$ cat src/rtl/tdm_pkg.sv
// Shared definitions for the 8-channel TDM receive demultiplexer.
//   NUM_SLOTS : channels per frame
//   SLOT_W    : width of the slot index
//   state_t   : slot controller state encoding
package tdm_pkg;

  localparam int NUM_SLOTS = 8;
  localparam int SLOT_W    = 3;

  localparam logic [SLOT_W-1:0] LAST_SLOT = SLOT_W'(NUM_SLOTS - 1);

  typedef enum logic {
    IDLE    = 1'b0,
    COLLECT = 1'b1
  } state_t;

endpackage

$ cat src/rtl/tdm_slot_ctrl.sv
// Slot controller for the TDM demultiplexer: tracks frame position, issues
// per-slot shadow write enables and the commit strobe, and generates the
// frame_valid / frame_err pulses.
// Ports:
//   clk, rst      : clock, synchronous active-high reset
//   in_valid      : input word qualifier
//   in_sof        : slot-0 marker (only meaningful with in_valid)
//   sel           : slot the next accepted non-SOF word fills (registered)
//   wr_en         : per-slot shadow write enable (combinational)
//   commit        : slot-7 word accepted, copy frame to outputs (combinational)
//   frame_valid   : one-cycle pulse after commit
//   frame_err     : one-cycle pulse after stray word or short frame
//
// state   | meaning
// --------+-----------------------------------------------------------
// IDLE    | waiting for SOF; non-SOF words are dropped and flagged
// COLLECT | slot 0 captured, filling slots sel..7; SOF restarts frame
module tdm_slot_ctrl
  import tdm_pkg::*;
(
  input  logic                 clk,
  input  logic                 rst,
  input  logic                 in_valid,
  input  logic                 in_sof,
  output logic [SLOT_W-1:0]    sel,
  output logic [NUM_SLOTS-1:0] wr_en,
  output logic                 commit,
  output logic                 frame_valid,
  output logic                 frame_err
);

  state_t            state, state_d;
  logic [SLOT_W-1:0] sel_d;
  logic              err_set;

  // state register, slot counter and pulse registers
  always_ff @(posedge clk) begin
    if (rst) begin
      state       <= IDLE;
      sel         <= '0;
      frame_valid <= 1'b0;
      frame_err   <= 1'b0;
    end else begin
      state       <= state_d;
      sel         <= sel_d;
      frame_valid <= commit;
      frame_err   <= err_set;
    end
  end

  // next-state logic
  always_comb begin
    state_d = state;
    case (state)
      IDLE: begin
        if (in_valid && in_sof)
          state_d = COLLECT;
      end
      COLLECT: begin
        if (in_valid && !in_sof && sel == LAST_SLOT)
          state_d = IDLE;
      end
      default: state_d = IDLE;
    endcase
  end

  // outputs: write enables, commit, error, next slot index
  always_comb begin
    wr_en   = '0;
    commit  = 1'b0;
    err_set = 1'b0;
    sel_d   = sel;
    case (state)
      IDLE: begin
        if (in_valid) begin
          if (in_sof) begin
            wr_en[0] = 1'b1;
            sel_d    = SLOT_W'(1);
          end else begin
            err_set = 1'b1;
          end
        end
      end
      COLLECT: begin
        if (in_valid) begin
          if (in_sof) begin
            // short frame: flag it and restart with this word as slot 0
            err_set  = 1'b1;
            wr_en[0] = 1'b1;
            sel_d    = SLOT_W'(1);
          end else begin
            wr_en[sel] = 1'b1;
            if (sel == LAST_SLOT) begin
              commit = 1'b1;
              sel_d  = '0;
            end else begin
              sel_d = sel + SLOT_W'(1);
            end
          end
        end
      end
      default: ;
    endcase
  end

endmodule

$ cat src/rtl/tdm_demux_8x8.sv
// Receive-side 8-channel TDM demultiplexer. Words arrive one slot per
// accepted cycle, slot 0 flagged by in_sof. A full frame is gathered in a
// shadow buffer and committed to data0..data7 atomically.
// Ports:
//   clk, rst        : clock, synchronous active-high reset
//   in_valid        : in_data/in_sof qualified this cycle
//   in_sof          : marks the slot-0 word
//   in_data         : slot word
//   data0..data7    : committed channel values (registered)
//   frame_valid     : one-cycle pulse, data0..data7 just updated
//   frame_err       : one-cycle pulse, stray word or short frame
//   sel             : slot the next accepted non-SOF word fills
module tdm_demux_8x8
  import tdm_pkg::*;
#(
  parameter int WIDTH = 8
) (
  input  logic              clk,
  input  logic              rst,
  input  logic              in_valid,
  input  logic              in_sof,
  input  logic [WIDTH-1:0]  in_data,
  output logic [WIDTH-1:0]  data0,
  output logic [WIDTH-1:0]  data1,
  output logic [WIDTH-1:0]  data2,
  output logic [WIDTH-1:0]  data3,
  output logic [WIDTH-1:0]  data4,
  output logic [WIDTH-1:0]  data5,
  output logic [WIDTH-1:0]  data6,
  output logic [WIDTH-1:0]  data7,
  output logic              frame_valid,
  output logic              frame_err,
  output logic [SLOT_W-1:0] sel
);

  logic [NUM_SLOTS-1:0] wr_en;
  logic                 commit;
  logic [WIDTH-1:0]     shadow [NUM_SLOTS];
  logic [WIDTH-1:0]     dout   [NUM_SLOTS];

  tdm_slot_ctrl u_ctrl (
    .clk         (clk),
    .rst         (rst),
    .in_valid    (in_valid),
    .in_sof      (in_sof),
    .sel         (sel),
    .wr_en       (wr_en),
    .commit      (commit),
    .frame_valid (frame_valid),
    .frame_err   (frame_err)
  );

  always_ff @(posedge clk) begin
    if (rst) begin
      for (int i = 0; i < NUM_SLOTS; i++) begin
        shadow[i] <= '0;
        dout[i]   <= '0;
      end
    end else begin
      for (int i = 0; i < NUM_SLOTS; i++) begin
        if (wr_en[i])
          shadow[i] <= in_data;
      end
      // the slot-7 word is still on in_data at commit, so bypass the shadow
      if (commit) begin
        for (int i = 0; i < NUM_SLOTS; i++)
          dout[i] <= wr_en[i] ? in_data : shadow[i];
      end
    end
  end

  assign data0 = dout[0];
  assign data1 = dout[1];
  assign data2 = dout[2];
  assign data3 = dout[3];
  assign data4 = dout[4];
  assign data5 = dout[5];
  assign data6 = dout[6];
  assign data7 = dout[7];

endmodule

$ cat config.mk
export PLATFORM = sky130hd
export DESIGN_NAME = tdm_demux_8x8
export DESIGN_NICKNAME = d
export VERILOG_FILES = /design/src/rtl/tdm_pkg.sv /design/src/rtl/tdm_slot_ctrl.sv /design/src/rtl/tdm_demux_8x8.sv
export SDC_FILE = /design/constraint.sdc
export NUM_CORES = 1
export LEC_CHECK = 0
export BUFFER_PORTS_ARGS = -buffer_cell sky130_fd_sc_hd__buf_2
export CAP_MARGIN = 40
export CORE_MARGIN = 3
export CORE_UTILIZATION = 57
export CTS_CLUSTER_SIZE = 10
export DETAILED_ROUTE_END_ITERATION = 6
export PLACE_DENSITY = 0.78
export SYNTH_ARGS = -nofsm -noshare
export SYNTH_HDL_FRONTEND = slang
export SYNTH_SLANG_ARGS = --single-unit
$ cat constraint.sdc
create_clock -name clk -period 3.95 [get_ports clk]
set_input_delay 0.79 -clock clk [delete_from_list [all_inputs] [get_ports clk]]
set_output_delay 0.79 -clock clk [all_outputs]
set_load 0.05 [all_outputs]
## Yosys cells after proc, flatten, opt, wreduce, memory -nomap -nowiden

Memory sizes are Yosys's and may differ from the RTL's.
Cells that the tools add are included.

- $add $sub $neg: 1
- $lt $le $gt $ge: 2
- Equal/unequal tests: 4
- Muxes and demuxes: 78
- Bitwise logic cells: 17
- Reduce and logical (&&, ||, !) cells: 6

Operators by type and width:

| cell | count |
|---|---|
| $mux W8 | 25 |
| $mux W1 | 41 |
| $or A1 B1 Y1 | 16 |
| $mux W3 | 5 |
| $mux W7 | 2 |
| $ne A2 B2 Y1 const B | 3 |
| $pmux W1 S2 | 3 |
| $pmux W3 S2 | 1 |
| $logic_and A1 B1 Y1 | 4 |
| $lt A3 B4 Y1 const B | 1 |
| $add A3 B1 Y3 const B | 1 |
| $demux W1 S3 | 1 |
| $eq A3 B3 Y1 const B | 1 |
| $ge A3 B1 Y1 const B | 1 |
| $reduce_and A3 Y1 | 1 |
| $logic_not A1 Y1 | 1 |
| $not A1 Y1 | 1 |

- Flip-flop bits (word level): 6
- Bits in writable memories: 128
- Input port bits: 12
- Output and inout bits: 69
- Word-level logic and storage cells: 114
- Memories kept: 2

Memory list:

| name | words | bits a word | read ports | clocked after Yosys merged registers in | wr ports | RTL line | source |
|---|---|---|---|---|---|---|---|
| dout | 8 | 8 | 8 | 0 | 8 | tdm_demux_8x8.sv:39 | `logic [WIDTH-1:0] dout [NUM_SLOTS];` |
| shadow | 8 | 8 | 8 | 0 | 8 | tdm_demux_8x8.sv:38 | `logic [WIDTH-1:0] shadow [NUM_SLOTS];` |

## Logic depth before layout (Yosys ltp)

Gate-level depths: netlist of the first run.

- Word-level depth: 11
- Depth in mapped cells: 8
- Mapped depth without buffers: 5

## Hierarchy

A second synthesis of the first run with hierarchy kept.

- Cells, all modules: 395
- Area total of the unflattened synthesis: 5814.3 um2

Modules (own cells, without submodules):

| module | instances | cells an instance | area each (um2) | seq. area each (um2) |
|---|---|---|---|---|
| tdm_demux_8x8 | 1 | 353 | 5432.7 | 3843.7 |
| tdm_slot_ctrl | 1 | 42 | 381.6 | 120.1 |

## Worst setup path after synthesis of the first run

OpenSTA, ideal clock, no wires.

- Kind: register -> register
- Start point: register u_ctrl.sel[1]
- End point: memory dout[0][0], enable pin
- Setup time: 426 ps
- Arrival: 2977 ps
- Required time: 3524 ps
- Slack: 546 ps
- Stages on the path, launching flop included: 7
- Path buffers: 2
- Clock period less this slack: 3404 ps
- Cell sequence: dfxtp_1 > ha_1 > ha_1 > and4b_1 > buf_2 > buf_4 > or2_1

RTL lines:

| element | RTL line | source |
|---|---|---|
| start: declaration | tdm_slot_ctrl.sv:25 | `output logic [SLOT_W-1:0] sel,` |
| start signal: assignment | tdm_slot_ctrl.sv:45 | `sel <= sel_d;` |
| end: declaration | tdm_demux_8x8.sv:39 |  |

==> results of run 1 <==
## sequential cells by signal, summed over array words and instances, names as in the netlist
register,count
u_ctrl.frame_valid,1
u_ctrl.frame_err,1
u_ctrl.sel,3
u_ctrl.state,1
dout,64
shadow,64
## layout make-up
| class | instances | area [sq um] |
|---|---|---|
| inverters | 9 | 33.78 |
| well taps | 133 | 166.4 |
| flip-flops and latches | 134 | 3964 |
| clock inverters | 9 | 38.79 |
| multi-input cells | 235 | 1697 |
| repair buffers | 84 | 462.9 |
| clock buffers | 21 | 429.2 |
| fillers | 712 | 3118 |
## power breakdown
| group | internal (uW) | total, uW | switching [uW] |
|---|---|---|---|
| clock network | 745 | 1270 | 524 |
| registers | 1620 | 1640 | 21.4 |
| logic | 58.3 | 248 | 190 |
## worst max path at each step
stage / end / slack [ns]
floorplan: dout[0][0] / 0.55
global placement: dout[0][5] / 1.02
detailed placement: dout[0][1] / 0.97
CTS: dout[0][1] / 1.01
global route: dout[0][18] / 0.84
finish: dout[0][21] / 1.01
## kinds of logic (layout without fill, tap and decap cells)
group / count (synthesis) / after routing / synth area share
AO/OA/AOI/OAI: 7 / 7 / 0.007633
XOR/XNOR: 1 / 1 / 0.001484
adder cells (fa/ha/maj): 2 / 2 / 0.004239
buffers and inverters: 46 / 123 / 0.04113
flip-flops: 134 / 134 / 0.6716
multiplexers: 64 / 64 / 0.1085
AND/OR/NAND/NOR: 161 / 161 / 0.1654
## stage by stage
| stage | utilization | setup WS [ns] |
|---|---|---|
| floorplan | - | 0.5464 |
| global placement | 0.6366 | 1.023 |
| detailed placement | 0.6381 | 0.9698 |
| CTS | 0.6854 | 1.012 |
| global route | 0.6854 | 0.8443 |
| finish | 0.6854 | 1.011 |
## worst max-delay path, delay by kind of cell, from the launching register on
family,cells,cell delay (ns)
buf+inv,1,0.31
simple gates,2,1.37
fa+ha+maj,2,0.41
flops,1,0.52
## layout by cell type, fill, tap and decap left out, types with 2 or more instances in the layout
master	synthesis	final
dfxtp_1	6	6
nor3b_1	2	2
clkbuf_16	0	16
a21oi_1	2	2
nand2_1	3	3
ha_1	2	2
o21ai_0	2	2
nand2_2	4	4
clkinv_1	0	5
nand2b_1	31	31
buf_12	0	2
clkinv_2	0	4
clkbuf_1	18	4
edfxtp_1	128	128
nor2_1	52	52
nand3b_1	56	56
inv_1	9	9
buf_2	8	80
mux2i_1	64	64
## layer usage
layer	vias up	GRT usage	wire length [microns]	share of wire
met4	0	0.06853	110	0.0092
met3	10	0.06179	985	0.083
met1	1689	0.2776	4767	0.40
met2	149	0.3517	6043	0.51
met5	-	0	0	0
li1	1627	-	-	-
==> impl_results.md, run 1 <==
* Clock transition at path regs at 0.06 ns
* Worst Hold Endpoint: u_ctrl.sel[1]
* Root buffer cell: clkbuf_8
* Post-CTS Hold Fix Bufs at 0
* Final Max Slew Viols at 0
* Placed cells at 595
* CP startpoint kind: flip-flop
* WP data required at 4.15 ns
* Largest net degree at the start of global routing at 94
* Max Freq at 340.3 MHz
* Synth unique cells at 33
* Die Footprint at 11610 sq um
* CTS Buf Count at 17
* Die span in y at 107.8 microns
* Critical path capture point type: flip-flop
* WL final at 11.91 mm
* Final Instance Area at 6792 sq um
* Crit Reg-Reg Endpoint: dout[0][21]
* Min Tclk post-route at 2.939 ns
* Synth top area cells: edfxtp_1, mux2i_1, nand3b_1
* Final period util at 0.7440
* Longest Clk Path Bufs at 2
* WHS at 0.5994 ns
* Layout Skew at 0.006083 ns
* Slew @ Worst Pin at 0.7334 ns
* Iter 0 DRT Violations at 332
* #FFs+latches synth at 134
* Yosys top cell by area: edfxtp_1
* Via count at 3475
* Reg2Reg Depth at 5
* Post-cts resize count at 0
* Rel. slew slack at 0.5111
* Nets at 495
* Count leader, synth: edfxtp_1
* Skew-Pair Late Insertion Delay at 0.51 ns
* Most frequent CP cell: ha_1
* CP Max Fanout at 37
* Crit Path Category: flip-flop to flip-flop
* First-pass GRT wire length at 18.41 mm
* Via density at 5.560
* Grt total ovfl at 0
* CTS tree: done
* Post-CTS setup buffers at 0
* Layout cell share with drive strength beyond 1 at 0.2337
* Final cell count without fillers at 625
* Top FF cell, synth: edfxtp_1
* Cell row count at 36
* Max cap viols at 0
* Starting Density at 0.5956
* DP Area at 6324 sq um
* Worst hold-check path type: flip-flop to flip-flop
* Worst hold path stage count at 2
* Lkg Pwr at 0.002907 uW
* YS warnings at 0
* Seq/Total Area, Yosys at 0.6716
* Top cell type's share of synthesized area at 0.6513
* HP Start: u_ctrl.sel[1]
* Status: completed
* I/O pins at 81
* # diodes at 0
* CORE AREA at 9910 sq um
* Syn-to-layout area delta at 15.07%
* Worst IR Drop VDD at 0.0002854 V
* Gp weighted congestion at 0.7803
* H-tree depth at 4
* Port buffer count at 80
* # setup viols final at 0
* Setup tns final at 0 ns
* Total Power at 3160 uW
* DP HPWL at 7.382 mm
* Slowest cell on crit path: or2_2
* Die width at 107.8 microns
* Drc violations at 0
* Number of synthesized flops with an enable pin at 128
* Post-route ant nets at 0
* Synth cell count leaders: edfxtp_1, mux2i_1, nand3b_1
* DR WL/cell at 19.05 microns
* Unrepaired setup endpoints after global routing: no
* Initial antenna violation count at 0
* CP Launch Point: u_ctrl.sel[0]
* Clk sinks at 134
* Netlist Area Pre-Place at 5902 sq um
* R2R setup slack at 1.01 ns
* Post-synth ARST share at 0
* Cell area power density at 465.3 nW/um^2
* Total GRT Usage at 0.2147
* Syn Inst Count at 415
* First-pass DRT Iterations at 5
* Syn avg cell area at 14.22 sq um
* Cell chain of the critical path: ha_1, ha_1, and4b_2, or2_2, buf_12
* Final hold vios at 0
* Worst path max stage delay at 0.71 ns
* Data arrival, critical path at 3.14 ns
* RR Startpoint: u_ctrl.sel[0]
* Vias in the first global route at 3419
* Syn nets at 429
(Power assumes the default switching activity.)
==> inputs of run 2 (changes only) <==
clock period = 2.95 ns   (was 3.95 ns; I/O delays follow)
==> run 2 against run 1 <==
- routed wire length is 1.0% higher
- power is 50% higher
- maximum frequency is 15% higher
- critical path depth stayed put
- critical path type unchanged
==> impl_results.md, run 2 (synthesis gave the netlist of run 1 again) <==
* Status: completed
* Final hold vios at 0 (unchanged)
* Lkg Pwr at 0.002978 uW (+2.4%)
* Initial antenna violation count at 0 (unchanged)
* Iter 0 DRT Violations at 256 (-23%)
* Root buffer cell: clkbuf_8
* CP startpoint kind: flip-flop
* Crit path to: dout[0][24]
* Largest regs: dout: 64 flops, shadow: 64 flops, u_ctrl.sel: 3 flops
* Die width at 107.8 microns (unchanged)
* CTS tree: done
* Cell area power density at 681.2 nW/um^2 (+46%)
* Slowest cell on crit path: and4b_2
* Total GRT Usage at 0.2197 (+0.004930)
* CP Buf/Inv Count at 1 (unchanged)
* CORE AREA at 9910 sq um (unchanged)
* Skew-Pair Late Insertion Delay at 0.52 ns (about the same)
* Clk sinks at 134 (unchanged)
* Slew @ Worst Pin at 0.5637 ns (-0.1697 ns)
* First-pass GRT wire length at 18.57 mm (+0.86%)
* Nets at 499 (+0.81%)
* CP Launch Point: u_ctrl.sel[0]
* Longest Clk Path Bufs at 2 (unchanged)
* WL final at 12.03 mm (+1.0%)
* Fillers at 679 (-4.6%)
* Final Max Slew Viols at 0 (unchanged)
* Post-CTS Hold Fix Bufs at 0 (unchanged)
* Syn-to-layout area delta at 17.66%
* Reg2Reg Depth at 5 (unchanged)
* CP Max Fanout at 41 (+11%)
* Max cap viols at 0 (unchanged)
* Placed cells at 599 (+0.67%)
* Vias in the first global route at 3447 (+0.82%)
* Starting Density at 0.5956 (unchanged)
* WP data required at 3.10 ns (-1.05 ns)
* Critical path capture point type: flip-flop
* Rel. slew slack at 0.6242 (+0.1132)
* Layout cell share with drive strength beyond 1 at 0.2575 (+0.02381)
* Worst path max stage delay at 0.59 ns (-0.12 ns)
* DR WL/cell at 19.09 microns (+0.23%)
* Post-cts resize count at 0 (unchanged)
* Layout Skew at 0.009259 ns (+0.003176 ns)
* Cell row count at 36 (unchanged)
* R2R setup slack at 0.39 ns (-0.62 ns)
* CTS Buf Count at 17 (unchanged)
* Most frequent CP cell: ha_1
* Levels on crit path at 5 (unchanged)
* DP HPWL at 7.450 mm (+0.93%)
* Port buffer count at 80 (unchanged)
* Cell chain of the critical path: ha_1, ha_1, and4b_2, or2_2, buf_4
* Post-CTS setup buffers at 0 (unchanged)
* Die span in y at 107.8 microns (unchanged)
* Post-route ant nets at 0 (unchanged)
* Drc violations at 0 (unchanged)
* H-tree depth at 4 (unchanged)
* Crit Reg-Reg Endpoint: dout[0][24]
* Die Footprint at 11610 sq um (unchanged)
* Worst hold-check path type: input pin to flip-flop
* Largest net degree at the start of global routing at 42 (-55%)
* # setup viols final at 0 (unchanged)
* Cell family with most CP delay: simple AND/OR/NAND/NOR gates
* RR Startpoint: u_ctrl.sel[0]
* Most frequent cells in the layout: edfxtp_1, buf_2, mux2i_1
* Setup tns final at 0 ns (unchanged)
* Most common cell after layout, fill and taps aside: edfxtp_1
* Clock transition at path regs at 0.06 ns (about the same)
* Max Freq at 391.3 MHz (+15%)
* First-pass DRT Iterations at 5 (unchanged)
* Grt total ovfl at 0 (unchanged)
* # diodes at 0 (unchanged)
* Finished Core Util at 0.7008 (+0.01540)
* I/O pins at 81 (unchanged)
* Via count at 3551 (+2.2%)
* Final cell count without fillers at 630 (+0.80%)
* Via density at 5.637 (+1.4%)
* Worst IR Drop VDD at 0.0004494 V (+57%)
* Final period util at 0.8662 (+0.1222)
* Gp weighted congestion at 0.7840 (+0.47%)
* Data arrival, critical path at 2.71 ns (-0.43 ns)
* Crit Path Category: flip-flop to flip-flop
* Min Tclk post-route at 2.555 ns (-0.3835 ns)
* Unrepaired setup endpoints after global routing: no
==> run 2: cell types whose count changed in the layout (fill, tap and decap cells not counted) <==
cell        change
buf_8           -1
buf_12          -2
clkinv_4        +2
clkinv_2        -1
clkinvlp_4      +3
clkinv_1        -4
buf_4           +7
clkbuf_1        -4
bufinv_16       +5
==> run 2: per-stage QoR <==
step	power, uW	setup slack [ns]	hold WS (ns)	instance area [sq um]
after global placement	2557	0.5187	0.5754	6321
after global routing	4863	0.2037	0.4241	6944
final	4730	0.3946	0.4200	6944
after detailed placement	2565	0.4403	0.5868	6321
after floorplan	2484	0.1896	0.5738	5902
after CTS	4754	0.4263	0.4009	6944
==> run 2: how the worst min path moves through the flow <==
stage	from	endpoint	slack (ns)	cells after the start
detailed placement	u_ctrl.sel[1]	u_ctrl.sel[1]	0.59	2
floorplan	shadow[1][24]	dout[1][24]	0.57	2
CTS	in_valid	u_ctrl.frame_err	0.40	2
finish	in_valid	u_ctrl.frame_err	0.42	2
global route	in_valid	u_ctrl.frame_err	0.42	2
global placement	u_ctrl.sel[1]	u_ctrl.sel[1]	0.58	2
==> run 2: final cells by class <==
| type | count | area, sq um | share of cell area |
|---|---|---|---|
| multi-input cells | 235 | 1697 | 0.2443 |
| well taps | 133 | 166.4 | 0.02396 |
| clock buffers | 17 | 414.1 | 0.05964 |
| flip-flops and latches | 134 | 3964 | 0.5708 |
| clock inverters | 14 | 209.0 | 0.03009 |
| repair buffers | 88 | 460.4 | 0.06631 |
| inverters | 9 | 33.78 | 0.004865 |
==> run 2: where the power goes <==
part | total [uW] | internal [uW] | switching (uW)
clock | 2200 | 1450 | 756
combinational | 331 | 75.7 | 255
sequential | 2200 | 2170 | 28.4
total | 4730 | 3690 | 1040
==> run 2: per-layer routing <==
layer / vias to the layer above / part of all wire / GRT usage
li1: 1639 / - / -
met1: 1722 / 0.41 / 0.2895
met2: 170 / 0.48 / 0.3375
met3: 20 / 0.088 / 0.05939
met4: 0 / 0.020 / 0.1091
met5: - / 0 / 0
==> inputs of run 3 (changes only) <==
CORE_UTILIZATION = 60   (was 57)
GPL_ROUTABILITY_DRIVEN = 0   (was not set)
PLACE_DENSITY = 0.82   (was 0.78)
SYNTH_HIERARCHICAL = 1   (was not set)
clock period = 3.1 ns   (was 2.95 ns; I/O delays follow)
==> run 3 against run 2 <==
- critical path depth increased by 1
- power fell by 4.2%
- sequential power shrank 5%
- synthesized cell count decreased by 4.8%
- worst setup slack gained 0.50 ns
- critical endpoint is now dout[0][4]
- highest routed layer unchanged
==> impl_results.md, run 3 <==
* Unrepaired setup endpoints after global routing: no
* Iter 0 DRT Violations at 150 (-41%)
* Final worst slack at 0.8906 ns (+0.4959 ns)
* Die span in y at 104.4 microns (-3.1%)
* CTS tree: done
* Syn Inst Count at 395 (-4.8%)
* # setup viols final at 0 (unchanged)
* Slew @ Worst Pin at 0.6200 ns (+0.05637 ns)
* Min Tclk post-route at 2.209 ns (-0.3459 ns)
* Most frequent CP cell: ha_1
* # diodes at 0 (unchanged)
* Final Max Slew Viols at 0 (unchanged)
* Initial antenna violation count at 0 (unchanged)
* Via count at 3301 (-7.0%)
* Synth unique cells at 34 (+3.0%)
* Rel. slew slack at 0.5864 (-0.03783)
* Synth cell count leaders: edfxtp_1, mux2i_1, and2_1, nor2_1, nor2_2
* YS warnings at 6 (+6)
* Largest net degree at the start of global routing at 49 (+17%)
* Seq/Total Area, Yosys at 0.6817 (+0.01012)
* Lkg Pwr at 0.002561 uW (-14%)
* Critical path capture point type: flip-flop
* Nets at 491 (-1.6%)
* Longest Clk Path Bufs at 2 (unchanged)
* Root buffer cell: clkbuf_8
* Worst hold path stage count at 2 (unchanged)
* Synth top area cells: edfxtp_1, mux2i_1, and2_1
* I/O pins at 81 (unchanged)
* Via density at 5.333 (-5.4%)
* CP Max Fanout at 41 (unchanged)
* Post-route ant nets at 0 (unchanged)
* Die width at 104.4 microns (-3.1%)
* Syn-to-layout area delta at 18.51%
* Cell row count at 35 (-2.8%)
* Simple logic cell fraction of the synthesized area at 0.1573 (-0.008054)
* Reg2Reg Depth at 6 (+1)
* Vias in the first global route at 3330 (-3.4%)
* CP startpoint kind: flip-flop
* Clock transition at path regs at 0.06 ns (about the same)
* Worst Hold Endpoint: u_ctrl/frame_err
* Slowest cell on crit path: dfxtp_1
* WL final at 10.64 mm (-12%)
* DR WL/cell at 17.18 microns (-10%)
* Most common cell after layout, fill and taps aside: edfxtp_1
* Register area at 3964 sq um (unchanged)
* Largest family of logic cells by synthesized area: simple AND/OR/NAND/NOR gates
* Final hold vios at 0 (unchanged)
* First-pass DRT Iterations at 4 (-1)
* R2R setup slack at 0.89 ns (+0.50 ns)
* Crit Path Category: flip-flop to flip-flop
* Multi-input logic area at 1653 sq um (-2.6%)
* RR Startpoint: u_ctrl/sel[0]
* H-tree depth at 4 (unchanged)
* Post-CTS setup buffers at 0 (unchanged)
* Placed cells at 587 (-2.0%)
* Post-cts resize count at 0 (unchanged)
* Grt total ovfl at 0 (unchanged)
* Multiplexer area fraction after synthesis at 0.1102 (+0.001635)
* Skew-Pair Late Insertion Delay at 0.51 ns (about the same)
* Cell chain of the critical path: ha_1, ha_1, inv_1, nor2_1, or2_2, buf_4
* Die Footprint at 10910 sq um (-6.1%)
* Post-CTS Hold Fix Bufs at 0 (unchanged)
* Port buffer count at 80 (unchanged)
* Setup tns final at 0 ns (unchanged)
* CTS Buf Count at 17 (unchanged)
* First-pass GRT wire length at 16.99 mm (-8.5%)
* Largest regs: dout: 64 flops, shadow: 64 flops, u_ctrl/sel: 3 flops
* Starting Density at 0.6233 (+0.02776)
* #FFs+latches synth at 134 (unchanged)
* Max cap viols at 0 (unchanged)
* Cell area power density at 657.6 nW/um^2 (-3.5%)
* Crit Reg-Reg Endpoint: dout[0][4]
* Synth Area in Compound Gates at 0.01097 (+0.003343)
* Total Power at 4531 uW (-4.2%)
* Most frequent cells in the layout: edfxtp_1, buf_2, mux2i_1
* Netlist Area Pre-Place at 5814 sq um (-1.5%)
* Worst hold-check path type: input pin to flip-flop
* Yosys top cell by area: edfxtp_1
* Worst path max stage delay at 0.48 ns (-0.11 ns)
* Syn avg cell area at 14.72 sq um (+3.5%)
* Drc violations at 0 (unchanged)
* DP HPWL at 6.501 mm (-13%)
* Clk sinks at 134 (unchanged)
* Layout Skew at 0.01086 ns (+0.001605 ns)
* Total GRT Usage at 0.2034 (-0.01622)
* Xor and xnor area share after synthesis at 0.001506 (+0.00002235)
* Final period util at 0.7127 (-0.1535)
* CORE AREA at 9328 sq um (-5.9%)
* WP data required at 3.24 ns (+0.14 ns)
* HP Start: in_valid
* Final cell count without fillers at 619 (-1.7%)
* Layout cell share with drive strength beyond 1 at 0.3020 (+0.04450)
* Data arrival, critical path at 2.35 ns (-0.36 ns)
* Status: completed
* WHS at 0.4663 ns (+0.04631 ns)
* Pre-CTS WS at 0.9019 ns (+0.4616 ns)
* Count leader, synth: edfxtp_1
* Worst IR Drop VDD at 0.0003400 V (-24%)
* Adder-cell area share of the yosys netlist at 0.004304 (+0.00006387)
* Syn nets at 409 (-4.7%)
* Max Freq at 452.6 MHz (+16%)
* Top FF cell, synth: edfxtp_1
* Fillers at 557 (-18%)
* Top cell type's share of synthesized area at 0.6611 (+0.009810)
* Number of synthesized flops with an enable pin at 128 (unchanged)
* Post-synth ARST share at 0 (unchanged)
## run 3: area by class of cell
class                      count  share of cell area
clock buffer                  19             0.06119
inverter                       3            0.001634
sequential                   134              0.5753
multi-input combinational    231              0.2399
tap                          129             0.02342
timing repair buffer          90             0.06900
clock inverter                13             0.02960
## run 3: cell families after synthesis
group | Yosys count
AND/OR/NAND/NOR | 156
flip-flops | 134
multiplexers | 64
buffers and inverters | 30
AO/OA/AOI/OAI | 8
adder cells (fa/ha/maj) | 2
XOR/XNOR | 1
## run 3: per-layer routing
layer  track usage  vias up  wire length (microns)
met5             0        -                      0
met4       0.08832        0                    178
met3       0.05959       22                    516
met2        0.3238      108                   5166
met1        0.2610     1609                   4776
li1              -     1562                      -
## run 3: how the worst max path moves through the flow
| stage | startpoint | to | slack (ns) | depth (start not counted) |
|---|---|---|---|---|
| after floorplan | u_ctrl/sel[0] | dout[0][0] | 0.43 | 5 |
| after global placement | in_sof | dout[0][10] | 0.95 | 5 |
| after detailed placement | in_sof | dout[0][8] | 0.90 | 5 |
| after CTS | u_ctrl/sel[0] | dout[0][4] | 0.88 | 6 |
| after global routing | u_ctrl/sel[0] | dout[0][4] | 0.77 | 6 |
| final | u_ctrl/sel[0] | dout[0][4] | 0.89 | 6 |
## run 3: critical path, delay by kind of cell, from the launching register on
family | cells | cell delay (ns)
DFF | 1 | 0.48
buffers and inverters | 2 | 0.50
adders and majority gates | 2 | 0.43
and+or+nand+nor | 2 | 0.39
## run 3: through the flow
step	util	cell area, sq um
after detailed placement	0.6716	6265
after global placement	0.6716	6265
after CTS	0.7387	6890
final	0.7387	6890
after floorplan	-	5814
after global routing	0.7387	6890
## run 3: power breakdown
group / total [uW] / leakage, uW / switching [uW] / internal, uW
clock network: 2120 / 0.000296 / 732 / 1380
logic: 325 / 0.000903 / 252 / 73.0
registers: 2090 / 0.00136 / 25.1 / 2060
